===== src/rtl/mips_instr_decoder.sv =====
// Registered instruction decoder for the single-issue MIPS-subset CPU.
// Splits instr into its fields and produces datapath control one cycle later.
module mips_instr_decoder (
  input  logic        clk,
  input  logic        reset,
  input  logic [31:0] instr,
  output logic [25:0] jAddr,
  output logic [4:0]  rs,
  output logic [4:0]  rt,
  output logic [4:0]  rd,
  output logic [4:0]  regWAddr,
  output logic [31:0] imm,
  output logic [2:0]  op,
  output logic [1:0]  pcSrcCtrl,
  output logic [1:0]  regDInCtrl,
  output logic        regWe,
  output logic        dmWe,
  output logic        aluBSrcCtrl,
  output logic        bneCtrl,
  output logic        illegal
);

  localparam logic [5:0] OPC_RTYPE = 6'h00;
  localparam logic [5:0] OPC_J     = 6'h02;
  localparam logic [5:0] OPC_JAL   = 6'h03;
  localparam logic [5:0] OPC_BEQ   = 6'h04;
  localparam logic [5:0] OPC_BNE   = 6'h05;
  localparam logic [5:0] OPC_ADDI  = 6'h08;
  localparam logic [5:0] OPC_XORI  = 6'h0E;
  localparam logic [5:0] OPC_LW    = 6'h23;
  localparam logic [5:0] OPC_SW    = 6'h2B;

  localparam logic [5:0] FN_JR  = 6'h08;
  localparam logic [5:0] FN_ADD = 6'h20;
  localparam logic [5:0] FN_SUB = 6'h22;
  localparam logic [5:0] FN_SLT = 6'h2A;

  localparam logic [2:0] ALU_ADD = 3'd0;
  localparam logic [2:0] ALU_SUB = 3'd1;
  localparam logic [2:0] ALU_XOR = 3'd2;
  localparam logic [2:0] ALU_SLT = 3'd3;

  localparam logic [1:0] PC_SEQ    = 2'd0;
  localparam logic [1:0] PC_JUMP   = 2'd1;
  localparam logic [1:0] PC_REG    = 2'd2;
  localparam logic [1:0] PC_BRANCH = 2'd3;

  localparam logic [1:0] WB_MEM  = 2'd0;
  localparam logic [1:0] WB_ALU  = 2'd1;
  localparam logic [1:0] WB_LINK = 2'd2;

  logic [5:0]  opcode;
  logic [5:0]  funct;

  logic [4:0]  reg_waddr_d, reg_waddr_q;
  logic [31:0] imm_d, imm_q;
  logic [25:0] jaddr_d, jaddr_q;
  logic [4:0]  rs_d, rs_q, rt_d, rt_q, rd_d, rd_q;
  logic [2:0]  op_d, op_q;
  logic [1:0]  pc_src_d, pc_src_q;
  logic [1:0]  reg_din_d, reg_din_q;
  logic        reg_we_d, reg_we_q;
  logic        dm_we_d, dm_we_q;
  logic        alu_bsrc_d, alu_bsrc_q;
  logic        bne_d, bne_q;
  logic        illegal_d, illegal_q;

  assign opcode = instr[31:26];
  assign funct  = instr[5:0];

  always_comb begin
    jaddr_d     = instr[25:0];
    rs_d        = instr[25:21];
    rt_d        = instr[20:16];
    rd_d        = instr[15:11];
    imm_d       = {{16{instr[15]}}, instr[15:0]};
    reg_waddr_d = instr[20:16];
    op_d        = ALU_ADD;
    pc_src_d    = PC_SEQ;
    reg_din_d   = WB_ALU;
    reg_we_d    = 1'b0;
    dm_we_d     = 1'b0;
    alu_bsrc_d  = 1'b0;
    bne_d       = 1'b0;
    illegal_d   = 1'b0;

    unique case (opcode)
      OPC_LW: begin
        reg_we_d   = 1'b1;
        alu_bsrc_d = 1'b1;
        reg_din_d  = WB_MEM;
      end
      OPC_SW: begin
        dm_we_d    = 1'b1;
        alu_bsrc_d = 1'b1;
      end
      OPC_J: begin
        pc_src_d   = PC_JUMP;
        alu_bsrc_d = 1'b1;
      end
      OPC_JAL: begin
        pc_src_d    = PC_JUMP;
        reg_we_d    = 1'b1;
        alu_bsrc_d  = 1'b1;
        reg_din_d   = WB_LINK;
        reg_waddr_d = 5'd31;
      end
      OPC_BEQ: begin
        op_d     = ALU_SUB;
        pc_src_d = PC_BRANCH;
      end
      OPC_BNE: begin
        op_d     = ALU_SUB;
        pc_src_d = PC_BRANCH;
        bne_d    = 1'b1;
      end
      OPC_ADDI: begin
        reg_we_d   = 1'b1;
        alu_bsrc_d = 1'b1;
      end
      OPC_XORI: begin
        reg_we_d   = 1'b1;
        alu_bsrc_d = 1'b1;
        op_d       = ALU_XOR;
      end
      OPC_RTYPE: begin
        // R-type ALU ops write rd; JR only redirects the PC.
        unique case (funct)
          FN_JR:  pc_src_d = PC_REG;
          FN_ADD: begin
            reg_we_d    = 1'b1;
            reg_waddr_d = instr[15:11];
          end
          FN_SUB: begin
            reg_we_d    = 1'b1;
            reg_waddr_d = instr[15:11];
            op_d        = ALU_SUB;
          end
          FN_SLT: begin
            reg_we_d    = 1'b1;
            reg_waddr_d = instr[15:11];
            op_d        = ALU_SLT;
          end
          default: illegal_d = 1'b1;
        endcase
      end
      default: illegal_d = 1'b1;
    endcase
  end

  // Decode register: reset clears every output, fields included.
  always_ff @(posedge clk) begin
    if (reset) begin
      jaddr_q     <= '0;
      rs_q        <= '0;
      rt_q        <= '0;
      rd_q        <= '0;
      reg_waddr_q <= '0;
      imm_q       <= '0;
      op_q        <= '0;
      pc_src_q    <= '0;
      reg_din_q   <= '0;
      reg_we_q    <= 1'b0;
      dm_we_q     <= 1'b0;
      alu_bsrc_q  <= 1'b0;
      bne_q       <= 1'b0;
      illegal_q   <= 1'b0;
    end else begin
      jaddr_q     <= jaddr_d;
      rs_q        <= rs_d;
      rt_q        <= rt_d;
      rd_q        <= rd_d;
      reg_waddr_q <= reg_waddr_d;
      imm_q       <= imm_d;
      op_q        <= op_d;
      pc_src_q    <= pc_src_d;
      reg_din_q   <= reg_din_d;
      reg_we_q    <= reg_we_d;
      dm_we_q     <= dm_we_d;
      alu_bsrc_q  <= alu_bsrc_d;
      bne_q       <= bne_d;
      illegal_q   <= illegal_d;
    end
  end

  assign jAddr       = jaddr_q;
  assign rs          = rs_q;
  assign rt          = rt_q;
  assign rd          = rd_q;
  assign regWAddr    = reg_waddr_q;
  assign imm         = imm_q;
  assign op          = op_q;
  assign pcSrcCtrl   = pc_src_q;
  assign regDInCtrl  = reg_din_q;
  assign regWe       = reg_we_q;
  assign dmWe        = dm_we_q;
  assign aluBSrcCtrl = alu_bsrc_q;
  assign bneCtrl     = bne_q;
  assign illegal     = illegal_q;

endmodule


===== config.mk =====
export PLATFORM = sky130hd
export DESIGN_NAME = mips_instr_decoder
export DESIGN_NICKNAME = d
export VERILOG_FILES = /design/src/rtl/mips_instr_decoder.sv
export SDC_FILE = /design/constraint.sdc
export NUM_CORES = 1
export LEC_CHECK = 0
export CORE_MARGIN = 3
export CORE_UTILIZATION = 28
export CTS_BUF_LIST = sky130_fd_sc_hd__clkbuf_16
export DETAILED_ROUTE_END_ITERATION = 8
export DONT_BUFFER_PORTS = 1
export MAX_ROUTING_LAYER = met4
export PLACE_DENSITY_LB_ADDON = 0.25
export REMOVE_ABC_BUFFERS = 1
export SLEW_MARGIN = 0
export SYNTH_ARGS = -nofsm -noshare
export SYNTH_HDL_FRONTEND = slang
export SYNTH_SLANG_ARGS = --single-unit

===== constraint.sdc =====
create_clock -name clk -period 2 [get_ports clk]
set_clock_uncertainty 0.05 [all_clocks]
set_input_delay 0.4 -clock clk [delete_from_list [all_inputs] [get_ports clk]]
set_output_delay 0.4 -clock clk [all_outputs]
set_load 0.05 [all_outputs]

Word level (Yosys, flattened, before mapping)
Cells that the tools add are included. Widths: inputs -> output; s select.

Add/subtract/negate cells: 0. Multipliers: 0. Div/mod/pow operators: 0. Magnitude comparators: 0. Equality and inequality tests: 12. Shift operators: 0. Muxes and demuxes: 14. Bitwise gates (word level): 0. Reductions and logical operators: 8.

Operator list (count): $eq 6x6->1 const B (5); $eq 6x4->1 const B (3); $eq 6x2->1 const B (2); $eq 6x3->1 const B (2); $pmux 2 s3 (2); $pmux 5 s2 (1); $pmux 2 s2 (2); $reduce_or 4->1 (2); $reduce_or 8->1 (1); $logic_not 6->1 (1); $reduce_or 6->1 (1); $mux 1 (5); $mux 5 (1); $pmux 1 s2 (2); $reduce_or 2->1 (2); $reduce_or 3->1 (1); $mux 2 (1).

Flip-flop bits (word level): 74. Bits in latches: 0. Bits in writable memories: 0. Bits in read-only memories: 0. Bits of input ports: 34. Output and inout port bits: 90. Memories kept: 0.

Depth between registers and ports, before layout
Gate-level depths: netlist of the first run.

Word-level depth: 4. Depth in mapped cells: 6.

Least setup slack after synthesis of the first run
OpenSTA, ideal clock, no wires.

Path kind: register -> output. From: reg, netlist name jAddr[15]. To: out imm[16]. Arrival: 1212 ps. Data required time: 1550 ps. Path slack: 338 ps. Stages on the path, launching flop included: 2. Path buffers: 1. Cell sequence: dfxtp_1 > buf_4.

RTL lines: end, declared (RTL line 12) `output logic [31:0] imm,`.

==> results.json, run 1 <==
{
  "status": "finished, final reports clean",
  "cts_tree": "built",
  "multi_input_area_sq_um": 584.3,
  "cts-root-buf": "clkbuf_16",
  "die_width_um": 87.35,
  "maxSlewViolCount": 0,
  "drive_gt1_share_pct": 24.14,
  "crit_path_max_incr_delay_ns": 0.48,
  "netlist_area_sq_um": 1853,
  "irDropWorstVdd_uv": 525.4,
  "rows": 29,
  "ys_types": 39,
  "max_freq_mhz": 590.9,
  "path_max_fanout": 10,
  "core_sq_um": 6386,
  "numClockSinks": 42,
  "grtUsageTotal_pct": 10.80,
  "ys_seq_area_share_pct": 45.37,
  "min_to": "imm[7]$_SDFF_PP0_",
  "period_share_pct": 84.62,
  "crit_family": "flip-flops",
  "hold_slack_ns": 0.1388,
  "fill_cells": 676,
  "slowest_stage": "dfxtp_4",
  "synth_warnings": 0,
  "hold_depth": 1,
  "setup_violations": 0,
  "max-cap-violations": 0,
  "power_leakage_uw": 0.0007757,
  "worst_ep_arrival_time_ns": 1.24,
  "worstHoldStart": "reset",
  "avgRoutedWirePerCell_um": 16.24,
  "rsz0062_at_grt": "false",
  "ctsHoldBuffers": 0,
  "grt_pass1_wl_um": 6210,
  "place_congestion": 0.7100,
  "final_common_cell": "dfxtp_1",
  "cp_cell_sequence": "buf_16",
  "utilization_pct": 30.62,
  "finalWorstSetupSlack_ns": 0.3075,
  "cts_max_path_buffers": 2,
  "die_area_sq_um": 7630,
  "antenna_found_initial": 0,
  "crit_type": "register to output pin",
  "antenna_cells": 0,
  "cp_num_buf_inv": 1,
  "postRouteAntennaNets": 0,
  "synthFlopType": "dfxtp_1",
  "postSynthCellCount": 196,
  "drc_errors": 0,
  "period_needed_ns": 1.692,
  "nets": 207,
  "num_vias": 1185,
  "final_cell_mix": "dfxtp_1 (41), nor2b_1 (27), buf_4 (27), a21oi_1 (8), o21ai_0 (7)",
  "syn_to_final_growth_pct": 5.537,
  "synth_seq_cells": 42,
  "power.density_nw_per_um2": 1147,
  "postCtsSetupRepairBufs": 0,
  "cts_buffers": 5,
  "ys_async_sr_fraction_pct": 0,
  "grt_pass1_vias": 1191,
  "syn_area_per_cell_sq_um": 9.454,
  "portBuffers": 0,
  "avgViaCountPerCell": 4.721,
  "worst_pin_slew_ns": 0.5223,
  "startpoint_type": "register",
  "start_util_pct": 29.02,
  "dieHeight_um": 87.35,
  "finalSetupTns_ns": 0,
  "hp-class": "input port to register",
  "cp-end-kind": "output pin",
  "h-tree-depth": 2,
  "gr-total-overflow": 0,
  "grt_max_degree": 42,
  "ctsResizeCount": 0,
  "post-place-ws_ns": 0.3649,
  "clk_pin_slew_ns": 0.06,
  "totalWireLength_um": 4076,
  "io_pins": 124,
  "worstPathRequired_ns": 1.55,
  "drt_iter0_drc": 23,
  "startpoint": "jAddr[15]$_SDFF_PP0_",
  "dp_hpwl_um": 3166,
  "slew_headroom_pct": 65.13,
  "hold_viol_final": 0,
  "synth_edf_count": 0,
  "drtPass1Iterations": 4,
  "ff_latch_area_sq_um": 844.6
}
-- Yosys cell counts, types with 2 or more instances --
| master | number | share of area, % |
|---|---|---|
| nand2_1 | 6 | 1.2 |
| buf_4 | 49 | 20 |
| a31oi_1 | 2 | 0.68 |
| o21ai_0 | 7 | 1.9 |
| buf_2 | 3 | 0.81 |
| clkbuf_1 | 5 | 1.0 |
| nor2b_1 | 27 | 9.1 |
| a41oi_1 | 5 | 2.4 |
| dfxtp_1 | 42 | 45 |
| nand3_1 | 2 | 0.54 |
| xnor2_1 | 2 | 0.95 |
| nor3_1 | 4 | 1.1 |
| a21oi_1 | 8 | 2.2 |
| inv_1 | 3 | 0.61 |
| nor4_1 | 3 | 1.0 |
| nor2_1 | 5 | 1.0 |
-- how the worst max path moves through the flow --
stage                     cells after the start  slack, ns                 endpoint
after floorplan                               0      -4.83                  imm[15]
after global placement                        5       0.42  pcSrcCtrl[1]$_SDFF_PP0_
after detailed placement                      5       0.36   regWAddr[4]$_SDFF_PP0_
after CTS                                     1       0.30                    rd[4]
after global routing                          1       0.27                  imm[15]
final                                         1       0.31                    rd[4]
-- routing by layer --
| layer | vias up | GRT usage (%) | wire length (um) |
|---|---|---|---|
| li1 | 554 | - | - |
| met4 | 0 | 5.021 | 104 |
| met1 | 554 | 11.78 | 1539 |
| met2 | 64 | 17.19 | 2019 |
| met5 | - | - | 0 |
| met3 | 13 | 4.257 | 414 |
-- kinds of logic (layout without fill, tap and decap cells) --
kind of cell,count (synthesis),after routing,synth area share (%)
compound gates,28,28,9.656
xor+xnor,2,2,0.9455
buf+inv,62,40,23.09
flops,42,42,45.37
other cells,1,1,0.2024
simple gates,61,61,20.73
-- power breakdown --
part           switching (uW)  internal, uW  total (uW)
Sequential               56.6           875         932
Clock                     314           590         904
Combinational             329          77.7         407
-- sequential cells by signal (all words and copies together) (netlist names), 2 cells and up --
name and count:
imm 15, jAddr 11, regWAddr 5, op 2, pcSrcCtrl 2, regDInCtrl 2
-- final cells by class --
type / count / share of cell area [%]
well taps: 77 / 4.926
multi-input cells: 92 / 29.88
clock inverters: 3 / 2.239
clock buffers: 5 / 6.398
flip-flops and latches: 42 / 43.19
inverters: 3 / 0.5758
repair buffers: 29 / 12.80
-- metrics by stage --
step	instance area [sq um]	power [uW]	std cells
floorplan	1436	1287	137
finish	1956	2243	251
global route	1956	2335	251
detailed placement	1787	1360	243
CTS	1956	2272	251
global placement	1787	1358	243
(Power assumes the default switching activity.)
==> run 2: changes to the inputs <==
- clock period: 2 -> 1.4 ns (I/O delays scaled with it)
==> run 2 against run 1 <==
The flow now finishes with violations (setup timing). Worst setup slack lost 0.35 ns. Critical path depth unchanged. Routed wire length up 1.5%. Clock power grew 38%. Sequential cell count did not move. Count of clock-buffer cells in the layout is the same. Global-route usage increased by 0.23 points. Non-clock buffer count rose by 5. Cell count up 2.0%. Die area unchanged.
==> results.json, run 2 (same netlist as run 1, synthesis figures left out) <==
{
  "dieHeight_um": 87.35,
  "rows": 29,
  "cts_tree": "built",
  "status": "finished, violations left",
  "power.density_nw_per_um2": 1567,
  "period_needed_ns": 1.446,
  "crit_family": "buffers and inverters",
  "path_max_fanout": 10,
  "avgRoutedWirePerCell_um": 16.17,
  "syn_to_final_growth_pct": 9.926,
  "drtPass1Iterations": 4,
  "portBuffers": 0,
  "worst_pin_slew_ns": 0.5137,
  "clk_pin_slew_ns": 0.06,
  "io_pins": 124,
  "violations": "setup timing",
  "hold_slack_ns": 0.01896,
  "num_vias": 1213,
  "hold_viol_final": 0,
  "largest_reg_flops": 15,
  "antenna_found_initial": 0,
  "grt_pass1_wl_um": 6258,
  "startpoint_type": "register",
  "die_width_um": 87.35,
  "drc_errors": 0,
  "worstPathRequired_ns": 1.07,
  "h-tree-depth": 2,
  "max-cap-violations": 0,
  "slowest_stage": "buf_16",
  "finalWorstSetupSlack_ns": -0.04633,
  "period_share_pct": 103.3,
  "maxSlewViolCount": 0,
  "hp-class": "input port to register",
  "final_common_cell": "dfxtp_1",
  "antenna_cells": 0,
  "grtUsageTotal_pct": 11.02,
  "start_util_pct": 29.02,
  "max_freq_mhz": 691.4,
  "cp_num_buf_inv": 1,
  "crit_path_max_incr_delay_ns": 0.44,
  "worst_ep_arrival_time_ns": 1.12,
  "avgViaCountPerCell": 4.738,
  "power_leakage_uw": 0.0008165,
  "grt_pass1_vias": 1251,
  "postRouteAntennaNets": 0,
  "core_sq_um": 6386,
  "ctsResizeCount": 0,
  "cts_buffers": 5,
  "cp-end-kind": "output pin",
  "cts_max_path_buffers": 2,
  "cts-root-buf": "clkbuf_16",
  "crit_type": "register to output pin",
  "design_power_total_uw": 3191,
  "fill_cells": 654,
  "place_congestion": 0.7159,
  "setup_violations": 18,
  "rsz0062_at_grt": "true",
  "numClockSinks": 42,
  "drive_gt1_share_pct": 25.14,
  "irDropWorstVdd_uv": 860.3,
  "grt_max_degree": 42,
  "utilization_pct": 31.90,
  "nets": 212,
  "slew_headroom_pct": 65.70,
  "drt_iter0_drc": 53,
  "totalWireLength_um": 4139,
  "final_cell_mix": "dfxtp_1 (41), buf_4 (28), nor2b_1 (27), a21oi_1 (8), o21ai_0 (7)",
  "dp_hpwl_um": 3181,
  "cp_cell_sequence": "buf_16",
  "die_area_sq_um": 7630,
  "gr-total-overflow": 0,
  "post-place-ws_ns": -0.09376
}
run 2: changes by cell type in the layout (fill, tap and decap cells not counted):
cell	before	now
buf_12	1	5
inv_1	3	5
buf_4	27	28
inv_6	1	0
clkinv_2	1	0
run 2: metrics by stage:
stage | setup TNS [ns] | instance area, sq um | cells
3_3_place_gp | -0.2070 | 1874 | 248
6_report | -0.4660 | 2037 | 256
3_5_place_dp | -0.3808 | 1874 | 248
2_1_floorplan | -102.91 | 1436 | 137
5_1_grt | -1.094 | 2037 | 256
4_1_cts | -0.6116 | 2037 | 256
run 2: per-layer routing:
layer / vias to the layer above / global-route usage, % / part of all wire [%] / wire, um
li1: 567 / - / - / -
met1: 556 / 11.68 / 36 / 1493
met2: 76 / 17.12 / 49 / 2032
met3: 14 / 4.636 / 11 / 474
met4: 0 / 6.416 / 3.4 / 139
met5: - / - / 0 / 0
run 2: final timing paths:
path | from | to | slack, ns | depth (start not counted)
worst max-delay path | jAddr[15]$_SDFF_PP0_ | rd[4] | -0.05 | 1
worst min-delay path | reset | jAddr[15]$_SDFF_PP0_ | 0.02 | 1
run 2: what timing repair did:
| action | in CTS | in global routing |
|---|---|---|
| endpoints found under the setup margin | 18 | 18 |
| setup buffers | 0 | 0 |
| hold buffers | 0 | 0 |
run 2: cell type report:
| cell class | instances | area [sq um] | area share, % |
|---|---|---|---|
| clock buffers | 5 | 125.1 | 6.143 |
| repair buffers | 34 | 337.8 | 16.58 |
| inverters | 3 | 11.26 | 0.5528 |
| multi-input cells | 92 | 584.3 | 28.69 |
| well taps | 77 | 96.34 | 4.730 |
| clock inverters | 3 | 37.54 | 1.843 |
| flip-flops and latches | 42 | 844.6 | 41.46 |
run 2: report_power, final:
part	total, uW	internal, uW	switching [uW]
sequential	1330	1250	77.4
combinational	609	132	478
clock	1250	827	426
==> run 3: changes to the inputs <==
--- a/config.mk
+++ b/config.mk
@@ -14,5 +14,5 @@
 export PLACE_DENSITY_LB_ADDON = 0.25
 export REMOVE_ABC_BUFFERS = 1
-export SLEW_MARGIN = 0
+export SLEW_MARGIN = 10
 export SYNTH_ARGS = -nofsm -noshare
 export SYNTH_HDL_FRONTEND = slang
==> constraint.sdc (replaced) <==
create_clock -name clk -period 1.4 [get_ports clk]
set_clock_uncertainty 0.05 [all_clocks]
set_input_delay 0.35 -clock clk [delete_from_list [all_inputs] [get_ports clk]]
set_output_delay 0.35 -clock clk [all_outputs]
set_load 0.05 [all_outputs]
==> run 3 against run 2 <==
The run still ends with setup timing left. Sequential share of layout area decreased by 2.6 points. Largest power group unchanged. Routed wire length increased by 1.3%. Power decreased by 3.2%. Via count unchanged. Count of clock-buffer cells in the layout unchanged. Largest cell class unchanged. Die area unchanged.
==> results.json, run 3 (same netlist as run 1, synthesis figures left out) <==
{
  "antenna_found_initial": 0,
  "clk_pin_slew_ns": 0.06,
  "largest_reg_flops": 15,
  "rows": 29,
  "utilization_pct": 34.07,
  "die_width_um": 87.35,
  "violations": "setup timing",
  "period_needed_ns": 1.517,
  "cp-end-kind": "output pin",
  "setup_violations": 18,
  "hp-class": "input port to register",
  "cts_tree": "built",
  "period_share_pct": 108.3,
  "finalWorstSetupSlack_ns": -0.1168,
  "numClockSinks": 42,
  "critPathCapture": "rd[4]",
  "num_vias": 1213,
  "final_cell_mix": "dfxtp_1 (41), nor2b_1 (27), buf_4 (25), buf_12 (14), a21oi_1 (8)",
  "switching_share_pct": 32.78,
  "h-tree-depth": 2,
  "rsz0062_at_grt": "true",
  "drive_gt1_share_pct": 28.65,
  "p_seq_share_pct": 42.6,
  "crit_type": "register to output pin",
  "portBuffers": 0,
  "path_max_fanout": 10,
  "dieHeight_um": 87.35,
  "grt_max_degree": 42,
  "drt_iter0_drc": 59,
  "die_area_sq_um": 7630,
  "post-place-ws_ns": -0.1381,
  "drc_errors": 0,
  "status": "finished, violations left",
  "syn_to_final_growth_pct": 17.42,
  "grt_pass1_wl_um": 6134,
  "final_common_cell": "dfxtp_1",
  "place_congestion": 0.7161,
  "worst_pin_slew_ns": 0.5191,
  "grt_pass1_vias": 1205,
  "postRouteAntennaNets": 0,
  "crit_family": "buffers and inverters",
  "start_util_pct": 29.02,
  "irDropWorstVdd_uv": 735.8,
  "use_met1_pct": 11.32,
  "core_sq_um": 6386,
  "power.switching_uw": 1012,
  "slowest_stage": "buf_16",
  "avgViaCountPerCell": 4.630,
  "power_leakage_uw": 0.0008692,
  "totalWireLength_um": 4191,
  "startpoint": "jAddr[15]$_SDFF_PP0_",
  "gr-total-overflow": 0,
  "crit_path_max_incr_delay_ns": 0.44,
  "use_met3_pct": 4.541,
  "cp_num_buf_inv": 1,
  "cts_max_path_buffers": 2,
  "cp_cell_sequence": "buf_16",
  "worst_ep_arrival_time_ns": 1.12,
  "grtUsageTotal_pct": 10.71,
  "p_comb_share_pct": 21.7,
  "finalSetupTns_ns": -1.738,
  "maxSlewViolCount": 0,
  "hold_viol_final": 0,
  "grt_util_met2_pct": 16.99,
  "avgRoutedWirePerCell_um": 16.00,
  "startpoint_type": "register",
  "antenna_cells": 0,
  "max_freq_mhz": 659.3,
  "grt.busiest_layer": "met2",
  "crit_cells": 1,
  "cts_buffers": 5,
  "nets": 218,
  "drtPass1Iterations": 4,
  "clkPwrFrac_pct": 35.7,
  "power.density_nw_per_um2": 1419,
  "placed_cells": 254,
  "slew_headroom_pct": 65.35,
  "dp_hpwl_um": 3190,
  "max-cap-violations": 0,
  "cts-root-buf": "clkbuf_16",
  "io_pins": 124,
  "p_int_uw": 2076,
  "design_power_total_uw": 3088,
  "worstPathRequired_ns": 1.00,
  "fin_cells": 262
}
## run 3: cell types whose count changed in the layout (fill, tap and decap cells not counted), sizes merged
cell / change
buf: +6
clkinv: +2
bufinv: -1
inv: -1
## run 3: worst min path at each step
| stage | slack, ns | depth (start not counted) | startpoint | to |
|---|---|---|---|---|
| 6_report | 0.09 | 1 | reset | imm[7]$_SDFF_PP0_ |
| 5_1_grt | 0.07 | 1 | reset | pcSrcCtrl[1]$_SDFF_PP0_ |
| 4_1_cts | 0.07 | 1 | reset | jAddr[15]$_SDFF_PP0_ |
| 3_5_place_dp | 0.37 | 1 | reset | jAddr[15]$_SDFF_PP0_ |
| 3_3_place_gp | 0.37 | 1 | reset | jAddr[15]$_SDFF_PP0_ |
| 2_1_floorplan | 0.36 | 1 | reset | pcSrcCtrl[1]$_SDFF_PP0_ |
## run 3: power groups by stage
stage / clock (uW) / sequential (uW) / combinational [uW]
final: 1100 / 1320 / 670
after global routing: 1190 / 1320 / 695
after global placement: 0 / 1340 / 669
after floorplan: 0 / 1760 / 81.5
after CTS: 1140 / 1320 / 673
after detailed placement: 0 / 1340 / 672
## run 3: stage by stage
stage | hold WS (ns) | instance area, sq um
after global routing | 0.07191 | 2176
final | 0.08893 | 2176
after detailed placement | 0.3700 | 2032
after CTS | 0.07473 | 2175
after floorplan | 0.3624 | 1436
after global placement | 0.3700 | 2032
## run 3: repair_timing
item,4_1_cts,5_1_grt
buffers inserted,0,0
hold buffers,0,0
gates resized for setup,0,1
setup endpoints to repair,18,21
## run 3: routing by layer
| layer | part of all wire (%) | vias up |
|---|---|---|
| met4 | 2.0 | 0 |
| met5 | 0 | - |
| met3 | 10 | 8 |
| met2 | 50 | 70 |
| met1 | 38 | 560 |
| li1 | - | 575 |
## run 3: final cells by class
type	instances	area [sq um]
fillers	630	4210
well taps	77	96.34
flip-flops and latches	42	844.6
repair buffers	40	495.5
clock inverters	3	17.52
multi-input cells	92	585.6
clock buffers	5	125.1
inverters	3	11.26
